File: src/rtl/radix2_divider.sv
// Signed restoring radix-2 divider, one quotient bit per clock.
// Operands are converted to magnitudes at start, divided unsigned MSB-first,
// then the signs are reapplied in a single fix-up cycle. Results match
// Verilog signed a/b and a%b (truncation toward zero).
//
// Ports:
//   clk        rising-edge clock
//   reset      asynchronous, active-low reset
//   start      launch request, honoured only in IDLE or DONE
//   a, b       signed dividend / divisor, captured on the accepted start edge
//   quotient   signed quotient (registered)
//   remainder  signed remainder (registered)
//   flag       1 = result valid and block idle, 0 = busy or no result yet
//   div_zero   last operation had b == 0
//   ovf        last operation was -2^(N-1) / -1
module radix2_divider #(
  parameter int unsigned N = 16
) (
  input  logic         clk,
  input  logic         reset,
  input  logic         start,
  input  logic [N-1:0] a,
  input  logic [N-1:0] b,
  output logic [N-1:0] quotient,
  output logic [N-1:0] remainder,
  output logic         flag,
  output logic         div_zero,
  output logic         ovf
);

  localparam int unsigned CW = (N > 1) ? $clog2(N) : 1;

  typedef enum logic [1:0] {
    IDLE = 2'd0,
    CALC = 2'd1,
    FIX  = 2'd2,
    DONE = 2'd3
  } state_t;

  state_t         state, state_nx;
  logic [N-1:0]   dvd, dvd_nx;        // dividend magnitude, refilled with quotient bits
  logic [N-1:0]   dsr, dsr_nx;        // divisor magnitude
  logic [N-1:0]   prem, prem_nx;      // partial remainder
  logic [CW-1:0]  cnt, cnt_nx;
  logic           sign_q, sign_q_nx;
  logic           sign_r, sign_r_nx;
  logic           ovf_case, ovf_case_nx;
  logic [N-1:0]   quotient_nx, remainder_nx;
  logic           flag_nx, div_zero_nx, ovf_nx;

  logic [N:0]     shifted_c;
  logic [N:0]     trial_c;
  logic [N-1:0]   abs_a_c, abs_b_c;
  logic           min_a_c;

  // Per-step restoring datapath and operand magnitudes
  always_comb begin
    shifted_c = {prem, dvd[N-1]};
    trial_c   = shifted_c - {1'b0, dsr};
    abs_a_c   = a[N-1] ? N'(-a) : a;
    abs_b_c   = b[N-1] ? N'(-b) : b;
    min_a_c   = (a == {1'b1, {(N-1){1'b0}}});
  end

  // Next-state and next-register logic
  always_comb begin
    state_nx     = state;
    dvd_nx       = dvd;
    dsr_nx       = dsr;
    prem_nx      = prem;
    cnt_nx       = cnt;
    sign_q_nx    = sign_q;
    sign_r_nx    = sign_r;
    ovf_case_nx  = ovf_case;
    quotient_nx  = quotient;
    remainder_nx = remainder;
    flag_nx      = flag;
    div_zero_nx  = div_zero;
    ovf_nx       = ovf;

    unique case (state)
      IDLE, DONE: begin
        if (start) begin
          if (b == '0) begin
            // Divide by zero resolves immediately without iterating
            quotient_nx  = '1;
            remainder_nx = a;
            div_zero_nx  = 1'b1;
            ovf_nx       = 1'b0;
            flag_nx      = 1'b1;
            state_nx     = DONE;
          end else begin
            dvd_nx       = abs_a_c;
            dsr_nx       = abs_b_c;
            sign_q_nx    = a[N-1] ^ b[N-1];
            sign_r_nx    = a[N-1];
            ovf_case_nx  = min_a_c && (b == '1);
            prem_nx      = '0;
            cnt_nx       = '0;
            flag_nx      = 1'b0;
            div_zero_nx  = 1'b0;
            ovf_nx       = 1'b0;
            state_nx     = CALC;
          end
        end
      end

      CALC: begin
        // Negative trial (MSB set) means restore and shift in a 0
        prem_nx = trial_c[N] ? shifted_c[N-1:0] : trial_c[N-1:0];
        dvd_nx  = {dvd[N-2:0], ~trial_c[N]};
        cnt_nx  = cnt + CW'(1);
        if (cnt == CW'(N - 1)) begin
          state_nx = FIX;
        end
      end

      FIX: begin
        quotient_nx  = sign_q ? N'(-dvd) : dvd;
        remainder_nx = sign_r ? N'(-prem) : prem;
        flag_nx      = 1'b1;
        ovf_nx       = ovf_case;
        state_nx     = DONE;
      end

      default: begin
        state_nx = IDLE;
      end
    endcase
  end

  // State and datapath registers
  always_ff @(posedge clk or negedge reset) begin
    if (!reset) begin
      state     <= IDLE;
      dvd       <= '0;
      dsr       <= '0;
      prem      <= '0;
      cnt       <= '0;
      sign_q    <= 1'b0;
      sign_r    <= 1'b0;
      ovf_case  <= 1'b0;
      quotient  <= '0;
      remainder <= '0;
      flag      <= 1'b0;
      div_zero  <= 1'b0;
      ovf       <= 1'b0;
    end else begin
      state     <= state_nx;
      dvd       <= dvd_nx;
      dsr       <= dsr_nx;
      prem      <= prem_nx;
      cnt       <= cnt_nx;
      sign_q    <= sign_q_nx;
      sign_r    <= sign_r_nx;
      ovf_case  <= ovf_case_nx;
      quotient  <= quotient_nx;
      remainder <= remainder_nx;
      flag      <= flag_nx;
      div_zero  <= div_zero_nx;
      ovf       <= ovf_nx;
    end
  end

endmodule

File: config.mk
export PLATFORM = sky130hd
export DESIGN_NAME = radix2_divider
export DESIGN_NICKNAME = d
export VERILOG_FILES = /design/src/rtl/radix2_divider.sv
export SDC_FILE = /design/constraint.sdc
export NUM_CORES = 1
export LEC_CHECK = 0
export BUFFER_PORTS_ARGS = -buffer_cell sky130_fd_sc_hd__buf_2
export CAP_MARGIN = 25
export CORE_MARGIN = 5
export CORE_UTILIZATION = 30
export CTS_CLUSTER_SIZE = 16
export DETAILED_ROUTE_END_ITERATION = 10
export GPL_ROUTABILITY_DRIVEN = 0
export PLACE_DENSITY = 0.45
export SKIP_LAST_GASP = 1
export SLEW_MARGIN = 10
export SYNTH_ARGS = -nofsm -noshare
export SYNTH_HDL_FRONTEND = slang
export SYNTH_SLANG_ARGS = --single-unit
export TNS_END_PERCENT = 5
File: constraint.sdc
create_clock -name clk -period 3.6 [get_ports clk]
set_input_delay 0.54 -clock clk [delete_from_list [all_inputs] [get_ports clk]]
set_output_delay 0.54 -clock clk [all_outputs]
set_load 0.1 [all_outputs]
==> results_dict.tcl <==
set metrics [dict create \
    cts_sinks 92 \
    maxCapViolCount 0 \
    nets 828 \
    cp.required_ns 3.84 \
    ys_seq_area_share_pct 37.44 \
    avgSynthCellArea_sq_um 8.686 \
    rsz0062_at_grt "no" \
    grt_pass1_wl_microns 28130 \
    grt_max_degree 34 \
    hold_viol_final 0 \
    path_max_fanout 17 \
    cts.reportedPaths.clkPinSlew_ns 0.08 \
    dp_hpwl_microns 13210 \
    synth_edf_count 0 \
    syn2layout_area_growth_pct 15.83 \
    wirelength_microns 17020 \
    fmax_ghz 0.3206 \
    maxSlewViolCount 0 \
    gr-total-overflow 0 \
    finalSetupTns_ns 0 \
    synth.distinct_cells 60 \
    die-area_sq_um 23460 \
    cts_tree "yes" \
    drtAntennaViolNets 0 \
    drc 0 \
    syn_area_sq_um 6150 \
    period_share_pct 86.65 \
    grt_use_total_pct 14.77 \
    clkLatencyLatePin_ns 0.36 \
    h-tree-depth 3 \
    synthFlopType "dfrtp_1" \
    fin_skew_ns 0.009557 \
    grt_pass1_vias 5111 \
    num_antenna_cells 0 \
    initial_core_util_pct 30.39 \
    ios 70 \
    drt-pass1-iter-count 5 \
    yosys_warnings 0 \
    postCtsSetupBuffers 0 \
    drt_iter0_drc 383 \
    synth.net_count 769 \
    criticalPathCategory "flop to flop" \
    vias 5248 \
    antenna_found_initial 1 \
    cts_resized 0 \
    setup_violations 0 \
    status "finished, final reports clean" \
    period_minus_slack_ns 3.119 \
    num_rows 52 \
    wl_per_cell_microns 16.33 \
    core_sq_um 20230 \
    die_h_microns 153.2 \
    ctsRootBufferMaster "clkbuf_16" \
    syn_inst 708 \
    dieWidth_microns 153.2 \
    synthArstFlopShare_pct 100.0 \
    cts_inserted_buffers 9 \
    slew_headroom_pct 36.72 \
    io_buffer_count 69 \
    ys_seq_elements 92 \
    cp-end-kind "flop" \
    cts_buffer_depth 2 \
    viasPerCell 5.036 \
    crit_arrival_ns 3.36 \
    hp-class "primary input to async pin" \
    layout-drive-gt1-share_pct 15.93 \
    start_kind "flop" \
    worst_pin_slew_ns 0.9360 \
    cts_hold_buf 0 \
]
-- layout make-up --
type | instances | area, sq um
tap | 270 | 337.8
sequential | 92 | 2302
timing repair buffer | 89 | 510.5
clock buffer | 10 | 239.0
fill | 2112 | 13110
inverter | 31 | 116.4
clock inverter | 6 | 71.32
multi-input combinational | 544 | 3546
-- per-stage QoR --
step	hold WS [ns]	cells	util [%]	setup slack [ns]	cell area (sq um)
after floorplan	0.2444	708	-	0.5091	6150
after global placement	0.4631	1026	33.64	0.2772	6807
after detailed placement	0.4682	1026	33.64	0.2079	6807
after CTS	0.1213	1042	35.17	0.2384	7117
after global routing	0.1415	1042	35.20	0.2829	7123
final	0.1145	1042	35.20	0.4807	7123
-- registers in the layout, indices dropped and copies added, names as in the netlist, 2 cells and up --
signal	cells
dsr	16
quotient	16
dvd	16
state	2
prem	16
remainder	16
cnt	4
-- worst paths after layout --
kind,startpoint,end,slack (ns),cells after the start
worst max-delay path,dvd[15],prem[14],0.48,12
worst min register to register,remainder[7],remainder[7],0.47,2
worst max register to register,dvd[15],prem[14],0.48,12
max in group asynchronous,reset,cnt[2],2.66,2
worst min-delay path,reset,quotient[9],0.11,1
min in group clk,remainder[7],remainder[7],0.47,2
-- worst max-delay path, cell delays in order, from the launching register on --
cell	delay [ns]
dfrtp_1	0.38
inv_1	0.08
ha_1	0.23
fa_1	0.41
nand2b_1	0.19
a21oi_1	0.24
o21ai_1	0.16
a31oi_1	0.39
a221oi_2	0.21
xnor2_2	0.22
buf_12	0.19
mux2i_1	0.22
o21ai_0	0.09
-- cell families (layout without fill, tap and decap cells) --
logic type | count (synthesis) | in the layout | synth area share (%)
AOI/OAI and AO/OA | 203 | 203 | 20.61
xor gates and xnor gates | 67 | 67 | 9.664
adders and majority gates | 26 | 26 | 5.412
buffers and inverters | 72 | 136 | 5.168
DFF | 92 | 92 | 37.44
muxes | 23 | 23 | 3.764
and+or+nand+nor | 225 | 225 | 17.95
-- cells in the mapped netlist, types with 3 or more instances --
cell type	number	area share, %
a31oi_1	14	1.4
or4_1	9	1.1
a22o_1	4	0.57
a221o_1	9	1.5
nand2b_1	8	0.81
nand2_1	87	5.3
nor2_1	60	3.7
a21o_1	4	0.49
o21a_1	4	0.49
buf_2	8	0.65
inv_1	31	1.9
xnor2_1	21	3.0
ha_1	25	5.1
o21ai_0	83	6.8
nand3_1	12	0.98
a21oi_1	32	2.6
nand4_1	4	0.41
o41ai_1	4	0.57
or2_2	3	0.31
o211ai_1	5	0.61
clkbuf_1	27	1.6
a211oi_1	10	1.2
mux2i_1	22	3.6
or3_1	7	0.71
or4_4	3	0.55
xor2_1	45	6.4
dfrtp_1	92	37
nor3_1	9	0.73
a22oi_1	4	0.49
o31ai_1	17	2.1
nor2b_1	7	0.71
-- placed cells by master, fill, tap and decap left out, types with 8 or more instances in the layout --
cell       count
o21ai_0       83
nor3_1         9
or4_1          9
buf_2         68
a221o_1        9
clkbuf_16      9
dfrtp_1       92
a31oi_1       14
buf_4         20
ha_1          25
nand2_1       87
a21oi_1       31
a211oi_1      10
nand2b_1       8
o31ai_1       17
inv_1         31
mux2i_1       22
nor2_1        60
xnor2_1       21
nand3_1       12
xor2_1        45
-- metal layers --
layer	up-vias	GRT usage, %	part of all wire [%]
met5	-	0	0
met1	2487	21.08	50
li1	2639	-	-
met4	0	3.903	1.5
met3	17	2.742	3.9
met2	105	23.04	45
Power is not shown: default switching activity piles up to over one toggle a cycle in this logic, so the estimate is an artifact.
